File: src/rtl/isa_pkg.sv
// Shared ISA definitions: instruction types, the HALT encoding and the fetch state encoding.
package isa_pkg;

   typedef enum logic [1:0] {
      INSTR_R = 2'b00,
      INSTR_M = 2'b01,
      INSTR_B = 2'b10,
      INSTR_S = 2'b11
   } instr_type_e;

   // M-type no-op encoding reused as the program terminator
   localparam logic [8:0] HALT_INSTR = 9'h0FF;

   typedef enum logic [1:0] {
      ST_IDLE = 2'b00,
      ST_RUN  = 2'b01,
      ST_HALT = 2'b10
   } fetch_state_e;

endpackage

File: src/rtl/fetch_unit_branch_lut.sv
// Branch-target lookup table: synchronous write, asynchronous read, cleared by synchronous reset.
module branch_lut #(
   parameter int DEPTH = 32,
   parameter int AW    = 5,
   parameter int DW    = 10
) (
   input  logic          clk,
   input  logic          reset_n,
   input  logic          wr_en,
   input  logic [AW-1:0] wr_addr,
   input  logic [DW-1:0] wr_data,
   input  logic [AW-1:0] rd_addr,
   output logic [DW-1:0] rd_data
);

   logic [DW-1:0] mem [DEPTH];

   // NOTE: clearing every entry on reset keeps this as flops rather than a RAM macro;
   // the table is small and a known-zero target after reset is part of the contract.
   always_ff @(posedge clk) begin
      if (!reset_n) begin
         for (int i = 0; i < DEPTH; i++) mem[i] <= '0;
      end else if (wr_en) begin
         mem[wr_addr] <= wr_data;
      end
   end

   // Read sees the pre-edge contents, so a same-cycle write returns the old target.
   assign rd_data = mem[rd_addr];

endmodule

File: src/rtl/fetch_unit.sv
// Instruction fetch / sequencing stage: PC, run/halt FSM and branch-target LUT.
// Optional FETCH_CYCLE_COUNT_EN adds a saturating 32-bit RUN-cycle counter output.
module fetch_unit
   import isa_pkg::*;
#(
   parameter int PC_WIDTH    = 10,
   parameter int LUT_DEPTH   = 32,
   parameter int INSTR_WIDTH = 9
) (
   input  logic                         clk,
   input  logic                         reset_n,
   input  logic                         start,
   output logic                         done,
   input  logic                         stall,
   output logic [PC_WIDTH-1:0]          instr_addr,
   input  logic [INSTR_WIDTH-1:0]       instr_rdata,
   output logic [INSTR_WIDTH-1:0]       instr_bits,
   output logic                         instr_valid,
   input  logic                         branch,
   input  logic [$clog2(LUT_DEPTH)-1:0] lut_index,
   input  logic                         lut_wr_en,
   input  logic [$clog2(LUT_DEPTH)-1:0] lut_wr_addr,
   input  logic [PC_WIDTH-1:0]          lut_wr_data
`ifdef FETCH_CYCLE_COUNT_EN
   ,
   output logic [31:0]                  cycle_count
`endif
);

   fetch_state_e        state;
   logic [PC_WIDTH-1:0] pc;
   logic [PC_WIDTH-1:0] lut_target;
   logic                is_halt;

   branch_lut #(
      .DEPTH (LUT_DEPTH),
      .AW    ($clog2(LUT_DEPTH)),
      .DW    (PC_WIDTH)
   ) u_lut (
      .clk     (clk),
      .reset_n (reset_n),
      .wr_en   (lut_wr_en),
      .wr_addr (lut_wr_addr),
      .wr_data (lut_wr_data),
      .rd_addr (lut_index),
      .rd_data (lut_target)
   );

   assign is_halt = (instr_rdata == INSTR_WIDTH'(HALT_INSTR));

   // NOTE: all state is updated with non-blocking assignments so every flop samples
   // pre-edge values regardless of statement order.
   always_ff @(posedge clk) begin
      if (!reset_n) begin
         state <= ST_IDLE;
         pc    <= '0;
         done  <= 1'b0;
      end else begin
         case (state)
            ST_IDLE, ST_HALT: begin
               if (start) begin
                  state <= ST_RUN;
                  pc    <= '0;
                  done  <= 1'b0;
               end
            end
            ST_RUN: begin
               // Stall outranks both HALT detection and branching.
               if (!stall) begin
                  if (is_halt) begin
                     state <= ST_HALT;
                     done  <= 1'b1;
                  end else if (branch) begin
                     pc <= lut_target;
                  end else begin
                     pc <= pc + PC_WIDTH'(1);
                  end
               end
            end
            default: begin
               state <= ST_IDLE;
               done  <= 1'b0;
            end
         endcase
      end
   end

   // Decode loop stays combinational so a branch lands on the very next cycle.
   assign instr_addr  = pc;
   assign instr_bits  = (state == ST_RUN) ? instr_rdata : '0;
   assign instr_valid = (state == ST_RUN) && !stall;

`ifdef FETCH_CYCLE_COUNT_EN
   always_ff @(posedge clk) begin
      if (!reset_n) begin
         cycle_count <= '0;
      end else if ((state != ST_RUN) && start) begin
         cycle_count <= '0;
      end else if ((state == ST_RUN) && (cycle_count != '1)) begin
         cycle_count <= cycle_count + 32'd1;
      end
   end
`endif

endmodule
File: config.mk
export PLATFORM = sky130hd
export DESIGN_NAME = fetch_unit
export DESIGN_NICKNAME = d
export VERILOG_FILES = /design/src/rtl/isa_pkg.sv /design/src/rtl/fetch_unit_branch_lut.sv /design/src/rtl/fetch_unit.sv
export SDC_FILE = /design/constraint.sdc
export NUM_CORES = 1
export LEC_CHECK = 0
export ABC_AREA = 1
export BUFFER_PORTS_ARGS = -buffer_cell sky130_fd_sc_hd__clkbuf_2
export CORE_MARGIN = 5
export CORE_UTILIZATION = 65
export DETAILED_ROUTE_END_ITERATION = 10
export PLACE_DENSITY = 0.83
export SETUP_SLACK_MARGIN = 0.1
export SYNTH_ARGS = -nofsm -noshare
export SYNTH_HDL_FRONTEND = slang
export SYNTH_HIERARCHICAL = 1
export SYNTH_SLANG_ARGS = --single-unit
File: constraint.sdc
create_clock -name clk -period 2.6 [get_ports clk]
set_input_delay 0.26 -clock clk [delete_from_list [all_inputs] [get_ports clk]]
set_output_delay 0.26 -clock clk [all_outputs]
set_load 0.03 [all_outputs]
==> results.yml, run 1 <==
outcome:
  status: "finished clean"
synthesis:
  synth_cells: 1726
  async_reset_ff_share_pct: 0
  avgSynthCellArea_um2: 9.09
  yosysSeqAreaShare_pct: 62.9
  synth.yosys.warnings: 6
  synth.area.top_cells: "edfxtp_1 (61%), nand2_1 (13%), nor2_1 (8.4%), nand3_1 (8.3%), buf_2 (2.1%)"
  synth-seq-cells: 333
  yosys.area.top_type: "edfxtp_1"
  synth-edff-count: 320
  synthTopCellsByCount: "nand2_1 (560), nor2_1 (352), edfxtp_1 (320)"
  synth_ff_type: "edfxtp_1"
  syn-cell-area_um2: 15700
  netlist.area_leader.share_pct: 61.2
  synth_cell_types: 29
  yosysMostFrequentCell: "nand2_1"
  syn-num-nets: 1762
layout:
  final_layout_size_suffix_gt1_share_pct: 9.61
  multi_input_area_um2: 5030
  layout.nets: 1769
  regArea_um2: 9870
  fillers: 1646
  n_antenna_cell: 0
  syn_to_final_growth_pct: 10.4
flow_run:
  drv_cap: 0
floorplanning:
  rows: 56
  die-area_um2: 27300
  die_h_um: 165
  coreArea_um2: 23600
  fp.dieW_um: 165
  ios: 56
  start_util_pct: 66.4
hold_path:
  min_from: "stall"
  worst_hold_path.endpoint: "state[0]"
  worstHoldPathCells: 5
  hold_class: "in -> reg"
setup_path:
  worstPathRequired_ns: 2.34
  reg2reg_depth: 14
  critical_path.max_fanout: 13
  end_kind: "output port"
  r2r_start: "u_lut/mem[28][2]"
  critPathLaunchType: "flop"
  timing.rr.end: "instr_addr[2]"
  cp_cell_sequence: "inv_2, nor2_4, inv_1, nor2_1, clkbuf_2"
  cp.depth: 5
  cp.arrival_ns: 1.74
  crit_family: "buffers and inverters"
  rrSetupSlack_ns: 0.98
  criticalPathCategory: "reg -> out"
  max_stage_delay_ns: 0.35
  slowest_stage: "dfxtp_1"
  worst-path-buf-inv: 3
power:
  p_sw_mw: 2.89
  total_power_mw: 12.3
  power_density_nw_per_um2: 708
  intPower_mw: 9.38
  p_seq_share_pct: 51.0
  p_leak_nw: 7.14
  peakVddDrop_mv: 0.623
  p_sw_share_pct: 23.6
  combPwrFrac_pct: 9.4
  pwr-share-clk_pct: 39.5
timing:
  worst_slew_pin_slew_ns: 0.658
  final.min_clock_period_ns: 2.00
  slew_viol_final: 0
  setup_viol: 0
  relSlewSlack_pct: 55.8
  fin_setup_tns_ns: 0
  fmax_ghz: 0.500
  finalCritPeriodShare_pct: 76.9
  hold_viol: 0
  final.setup_skew_ns: 0.0155
  rsz0062_at_grt: "no"
clocking:
  cts_setup_buffers: 0
  clkLatencyLatePin_ns: 0.52
  root_buffer: "clkbuf_16"
  ctsResizeCount: 0
  cts_sinks: 333
  numCtsBuffers: 34
  cts_tree: "yes"
  cts_max_level: 2
  clock_path_buffers: 3
  ctsHoldBuffers: 0
  cts.clk_slew.worst_paths_ns: 0.06
global_route:
  grt_first_pass_wirelength_um: 61700
  grt-ovfl-total: 0
  grt_max_degree: 81
  antenna_found_initial: 1
  gr-usage-all-layers_pct: 29.6
  grt_pass1_vias: 11600
detailed_routing:
  vias: 12200
  drtAntennaViolNets: 0
  drt-pass1-iter-count: 6
  drt-initial-drc-count: 1548
  wl_per_cell_um: 19.0
  drcViolationCount: 0
  routed_via_density: 5.87
  wl_um: 39400
placed_design:
  hpwl_um: 24100
  place_congestion: 0.881
  portBuffers: 55
## worst reg2reg max path: cells and delay by family (launching register included)
family | cells | cell delay, ns
flip-flops | 1 | 0.41
buffers and inverters | 1 | 0.06
AND/OR/NAND/NOR | 11 | 0.91
AO/OA/AOI/OAI | 2 | 0.14
## stage by stage
stage	util [%]	instances	area [um2]	setup slack [ns]	hold WS [ns]
floorplan	-	1726	15700	0.904	0.358
global placement	68.6	2016	16200	0.347	0.459
detailed placement	68.6	2016	16200	0.320	0.466
CTS	73.4	2077	17300	0.578	0.138
global route	73.4	2077	17300	0.489	0.164
finish	73.4	2077	17300	0.600	0.148
## flip-flops by register name (all words and copies together) (netlist names)
| register | count |
|---|---|
| done | 1 |
| instr_addr | 10 |
| state | 2 |
| u_lut/mem | 320 |
## layout by cell type (no fill, tap or decap), types with 6 or more instances in the layout
cell type / count
inv_1: 37
buf_12: 6
clkbuf_16: 37
clkbuf_1: 12
nand3_1: 261
buf_4: 46
a21oi_1: 11
nand2_1: 560
clkbuf_2: 54
edfxtp_1: 320
nor2_1: 352
nor3_1: 8
dfxtp_1: 13
## routing by layer
layer / track usage [%] / vias up / part of all wire [%]
li1: - / 5680 / -
met2: 46.5 / 767 / 47
met4: 8.81 / 2 / 2.8
met1: 41.6 / 5652 / 38
met5: 0 / - / 0.028
met3: 7.40 / 93 / 13
## power groups by stage
stage                     combinational, mW  clock [mW]  sequential, mW
after floorplan                       0.750           0            6.36
after global placement                 1.10           0            6.36
after detailed placement               1.12           0            6.37
after CTS                              1.13        4.88            6.26
after global routing                   1.26        5.14            6.28
final                                  1.15        4.85            6.26
## worst max-delay path by stage
| stage | startpoint | to | slack (ns) |
|---|---|---|---|
| 2_1_floorplan | reset_n | u_lut/mem[24][0] | 0.90 |
| 3_3_place_gp | lut_wr_addr[3] | u_lut/mem[14][0] | 0.35 |
| 3_5_place_dp | lut_wr_addr[3] | u_lut/mem[12][8] | 0.32 |
| 4_1_cts | state[0] | instr_valid | 0.58 |
| 5_1_grt | state[0] | instr_valid | 0.49 |
| 6_report | state[0] | instr_valid | 0.60 |
## area by class of cell
class / instances / area share, %
Clock buffer: 53 / 5.92
Tap cell: 319 / 2.30
Clock inverter: 8 / 0.520
Inverter: 44 / 0.975
Sequential cell: 333 / 57.0
Timing Repair Buffer: 106 / 4.25
Multi-Input combinational cell: 1214 / 29.1
## logic make-up (layout without fill, tap and decap cells)
group / Yosys count / count (layout) / synth area share [%]
compound gates: 18 / 18 / 0.622
xor+xnor: 1 / 1 / 0.0558
fa+ha+maj: 1 / 1 / 0.0797
buf+inv: 179 / 211 / 5.02
flops: 333 / 333 / 62.9
simple gates: 1194 / 1194 / 31.3
Note: power is estimated with default switching activity, not from simulation.
==> run 2, diff against run 1 <==
- ABC_AREA: 1 -> 0
- CORE_UTILIZATION: 65 -> 56
- PLACE_DENSITY: 0.83 -> 0.76
- clock period: 2.6 -> 1.62 ns (I/O delays scaled with it)
==> run 2 against run 1 <==
  * Clock power grew 65%
  * Largest cell class unchanged
  * The flow now finishes with violations (negative setup slack)
  * Worst setup slack got worse by 0.71 ns
  * Combinational power is 75% higher
  * Largest power group unchanged
==> results.yml, run 2 <==
floorplanning:
  rows: 61
  coreArea_um2: 27900
  ios: 56
  die_h_um: 179
  die-area_um2: 31900
  start_util_pct: 57.0
  fp.dieW_um: 179
synthesis:
  synth.area.top_cells: "edfxtp_1 (60%), and2_1 (13%), mux2i_1 (10%), a22oi_1 (2.0%), dfxtp_1 (1.6%)"
  yosysSeqAreaShare_pct: 61.9
  yosysMostFrequentCell: "and2_1"
  synth.yosys.warnings: 6
  synth-edff-count: 320
  netlist.area_leader.share_pct: 60.3
  synthTopCellsByCount: "and2_1 (332), edfxtp_1 (320), mux2i_1 (163)"
  avgSynthCellArea_um2: 13.0
  synth_cell_types: 52
  synth-seq-cells: 333
  synth_ff_type: "edfxtp_1"
  synth_cells: 1229
  syn-cell-area_um2: 15900
  syn-num-nets: 1265
  async_reset_ff_share_pct: 0
  yosys.area.top_type: "edfxtp_1"
layout:
  layout.nets: 1406
  fin_util_pct: 68.7
  n_antenna_cell: 0
  syn_to_final_growth_pct: 20.5
  layout_commonest_cell: "and2_1"
  regMostFlops: "u_lut/mem"
  final_cell_mix: "and2_1 (323), edfxtp_1 (320), mux2i_1 (162)"
  largest_register_ffs: 320
  final_layout_size_suffix_gt1_share_pct: 22.1
  fillers: 1949
  instances_no_fill: 1773
global_route:
  grt_first_pass_wirelength_um: 61600
  grt_max_degree: 33
  antenna_found_initial: 0
  grt-ovfl-total: 0
  gr-usage-all-layers_pct: 26.1
  grt_pass1_vias: 10500
detailed_routing:
  drt-initial-drc-count: 1267
  wl_per_cell_um: 23.3
  routed_via_density: 5.92
  wl_um: 41400
  vias: 10500
  drtAntennaViolNets: 0
  drcViolationCount: 0
  drt-pass1-iter-count: 6
outcome:
  status: "finished, violations left"
  failed_checks: "negative setup slack"
setup_path:
  cp_cell_sequence: "mux2i_1, a22o_1, nor3_2, a31oi_2, nand3_1, mux2_4, nand3_2, mux2i_1"
  crit_path_frequent_cell: "mux2i_1"
  worstPathRequired_ns: 2.01
  end_kind: "flop"
  worst-path-buf-inv: 0
  cp.arrival_ns: 2.11
  critPathLaunchType: "flop"
  cp.depth: 8
  reg2reg_depth: 8
  max_stage_delay_ns: 0.40
  criticalPathCategory: "reg -> reg"
  slowest_stage: "edfxtp_1"
  crit_family: "multiplexers"
  critical_path.max_fanout: 1
timing:
  fmax_ghz: 0.579
  final.min_clock_period_ns: 1.73
  worst_slew_pin_slew_ns: 0.753
  hold_slack_ns: 0.0622
  final.setup_skew_ns: 0.0148
  rsz0062_at_grt: "yes"
  relSlewSlack_pct: 49.8
  setup_viol: 8
  timing.final.ws_setup_ns: -0.107
  hold_viol: 0
  finalCritPeriodShare_pct: 107
  slew_viol_final: 0
placed_design:
  portBuffers: 55
  dp_cells: 1704
  dpl_worst_slack_ns: -0.459
  place_congestion: 0.922
  hpwl_um: 26800
clocking:
  cts_sinks: 333
  numCtsBuffers: 36
  cts.clk_slew.worst_paths_ns: 0.06
  cts_tree: "yes"
  root_buffer: "clkbuf_16"
  clkLatencyLatePin_ns: 0.52
  cts_max_level: 2
  clock_path_buffers: 3
power:
  total_power_mw: 20.1
  p_leak_nw: 7.31
  peakVddDrop_mv: 0.628
  power_density_nw_per_um2: 1040
hold_path:
  worstHoldPathCells: 3
  hold_class: "in -> reg"
flow_run:
  drv_cap: 0
run 2: changes by cell type in the layout (fill, tap and decap cells not counted), sizes merged, moves of 17 or more:
cell    before  now
nand2      562   36
inv         41    3
mux2i        0  163
clkbuf     107   90
buf         52  143
nor2       355   42
nand3      263   25
and2         0  332
o21ai        4   36
a22o         0   20
a22oi        0   43
run 2: layout make-up:
type / instances / area (um2) / area share (%)
Inverter: 1 / 3.75 / 0.0195
Timing Repair Buffer: 190 / 1760 / 9.18
Multi-Input combinational cell: 808 / 5940 / 30.9
Clock inverter: 19 / 198 / 1.03
Sequential cell: 333 / 9880 / 51.4
Clock buffer: 44 / 952 / 4.96
Tap cell: 378 / 473 / 2.46
run 2: what timing repair did:
action	4_1_cts	5_1_grt
gates resized for setup	38	26
cloned	0	1
buffers inserted	3	1
hold buffers	1	0
setup endpoints to repair	20	19
pin swaps	21	19
endpoints found under the hold margin	1	0
run 2: logic make-up after synthesis:
kind of cell	synth area share [%]
simple gates	18.5
flops	61.9
mux	10.3
compound gates	6.56
buf+inv	2.54
xor+xnor	0.0550
fa+ha+maj	0.0785
run 2: layer usage:
metal | GRT usage (%) | vias up | share of wire, %
met5 | 0 | - | 0
met4 | 9.53 | 0 | 3.4
met3 | 4.41 | 83 | 9.0
met2 | 43.0 | 509 | 49
met1 | 35.3 | 5115 | 39
li1 | - | 4785 | -
run 2: worst paths after layout:
kind                    from            end  slack [ns]
max          u_lut/mem[4][1]  instr_addr[1]       -0.11
max reg2reg  u_lut/mem[4][1]  instr_addr[1]       -0.11
min                    stall       state[1]        0.06
min reg2reg    instr_addr[9]  instr_addr[9]        0.54
run 2: tightest hold or removal path, cell delays in order:
cell	delay, ns
clkbuf_2	0.14
nor3b_1	0.07
o21a_1	0.16
run 2: through the flow:
step                TNS, ns  instance area, um2
finish               -0.440               19200
global route          -1.31               19200
CTS                  -0.424               19100
detailed placement    -9.91               17800
global placement      -6.21               17800
floorplan             -8.95               16200
run 2: power by group:
group	internal, mW	total, mW	switching (mW)
Sequential	9.87	10.0	0.155
Combinational	0.810	2.01	1.20
Clock	4.82	8.02	3.20
Total	15.5	20.1	4.56
==> run 3, diff against run 2 <==
- CTS_CLUSTER_DIAMETER: not set -> 120
- clock period: 1.62 -> 1.5 ns (I/O delays scaled with it)
==> run 3 against run 2 <==
  * Largest power group unchanged
  * Sequential cell count did not move
  * Clock power is 11% higher
  * Via count rose by 1.4%
  * Clock skew fell by 0.0068 ns
  * The run still ends with negative setup slack left
  * Cell count rose by 0.28%
==> results.yml, run 3 (synthesis gave the netlist of run 2 again) <==
outcome:
  status: "finished, violations left"
  failed_checks: "negative setup slack"
global_route:
  grt-ovfl-total: 0
  grt_pass1_vias: 10500
  gr-usage-all-layers_pct: 25.9
  grt_first_pass_wirelength_um: 62200
  antenna_found_initial: 0
  grt_max_degree: 37
layout:
  final_layout_size_suffix_gt1_share_pct: 24.4
  layout_commonest_cell: "and2_1"
  layout.nets: 1411
  final_cell_mix: "and2_1 (323), edfxtp_1 (320), mux2i_1 (161)"
  regMostFlops: "u_lut/mem"
  largest_register_ffs: 320
  syn_to_final_growth_pct: 23.6
  n_antenna_cell: 0
  fin_util_pct: 70.5
  fillers: 1855
detailed_routing:
  drtAntennaViolNets: 0
  drt-initial-drc-count: 1138
  drt-pass1-iter-count: 6
  vias: 10600
  drcViolationCount: 0
  wl_um: 41200
  wl_per_cell_um: 23.2
  routed_via_density: 5.98
power:
  power_density_nw_per_um2: 1120
  peakVddDrop_mv: 0.828
  p_leak_nw: 7.49
setup_path:
  end_kind: "flop"
  critPathLaunchType: "flop"
  critical_path.max_fanout: 1
  worstPathRequired_ns: 1.90
  cp.arrival_ns: 2.14
  criticalPathCategory: "reg -> reg"
timing:
  setup_viol: 19
  final.setup_skew_ns: 0.00799
  timing.final.ws_setup_ns: -0.242
  slew_viol_final: 0
  relSlewSlack_pct: 58.5
  final.min_clock_period_ns: 1.74
  fmax_ghz: 0.574
  finalCritPeriodShare_pct: 116
  worst_slew_pin_slew_ns: 0.620
  hold_viol: 0
  rsz0062_at_grt: "yes"
  fin_setup_tns_ns: -2.32
placed_design:
  portBuffers: 55
  hpwl_um: 26700
  dpl_worst_slack_ns: -0.468
  place_congestion: 0.941
clocking:
  clkLatencyLatePin_ns: 0.51
  numCtsBuffers: 35
  root_buffer: "clkbuf_16"
  clock_path_buffers: 3
  cts_sinks: 333
  cts_tree: "yes"
  cts_max_level: 2
  cts.clk_slew.worst_paths_ns: 0.06
flow_run:
  drv_cap: 0
floorplanning:
  ios: 56
  coreArea_um2: 27900
  fp.dieW_um: 179
  die_h_um: 179
  die-area_um2: 31900
  rows: 61
  start_util_pct: 57.0
hold_path:
  hold_class: "in -> reg"
[run 3: cell types whose count changed in the layout (fill, tap and decap cells not counted), moves of 3 or more]
cell / change
nor3_2: +6
nor3_1: -5
o21ai_4: +23
buf_12: +16
clkinv_2: +4
a31oi_1: +3
o21ai_1: -15
clkbuf_2: -3
a31oi_4: -3
o21ai_2: -7
buf_4: -8
clkinv_1: -4
[run 3: final timing paths]
path | from | endpoint | slack, ns | depth (start not counted)
setup reg to reg | u_lut/mem[5][8] | instr_addr[8] | -0.24 | 8
hold reg to reg | instr_addr[9] | instr_addr[9] | 0.49 | 1
hold / removal | start | state[1] | 0.001 | 3
setup / recovery | u_lut/mem[5][8] | instr_addr[8] | -0.24 | 8
[run 3: area by class of cell]
| cell class | count | area, um2 | share of cell area [%] |
|---|---|---|---|
| Sequential cell | 333 | 9880 | 50.2 |
| Tap cell | 378 | 473 | 2.40 |
| Clock inverter | 20 | 234 | 1.19 |
| Multi-Input combinational cell | 808 | 6150 | 31.2 |
| Inverter | 1 | 3.75 | 0.0191 |
| Timing Repair Buffer | 196 | 2010 | 10.2 |
| Clock buffer | 42 | 945 | 4.80 |
[run 3: per-layer routing]
metal | global-route usage [%] | vias up | wire, um
met3 | 3.77 | 85 | 3310
met5 | 0 | - | 0
met4 | 6.68 | 0 | 966
met1 | 37.1 | 5214 | 17400
met2 | 42.2 | 542 | 19500
li1 | - | 4799 | -
[run 3: power breakdown]
group	leakage, nW	switching, mW	internal, mW	total, mW
combinational	3.76	1.34	0.933	2.27
clock	0.574	3.51	5.37	8.88
sequential	3.15	0.168	10.7	10.8
[run 3: per-stage QoR]
step / total power, mW / instances / hold WS, ns / cell area, um2
3_5_place_dp: 13.1 / 1713 / 0.481 / 18300
5_1_grt: 22.6 / 1778 / 0.0165 / 19700
2_1_floorplan: 12.2 / 1229 / 0.348 / 16500
6_report: 22.0 / 1778 / 0.00139 / 19700
4_1_cts: 22.0 / 1778 / 0.00132 / 19600
3_3_place_gp: 13.1 / 1713 / 0.473 / 18300
[run 3: repair_timing]
action                                  CTS  global route
gates resized for setup                  36            33
hold buffers                              0             0
buffers inserted                          3             0
pin swaps                                23            18
endpoints found under the setup margin   20            23
cloned                                    0             1
[run 3: critical path, stage by stage, from the launching register on]
cell and delay (ns):
edfxtp_1 0.42, mux2i_1 0.17, a22o_1 0.21, nor3_2 0.06, a31oi_2 0.20, nand3_1 0.10, nand2_1 0.07, o31ai_1 0.07
a221o_1 0.32
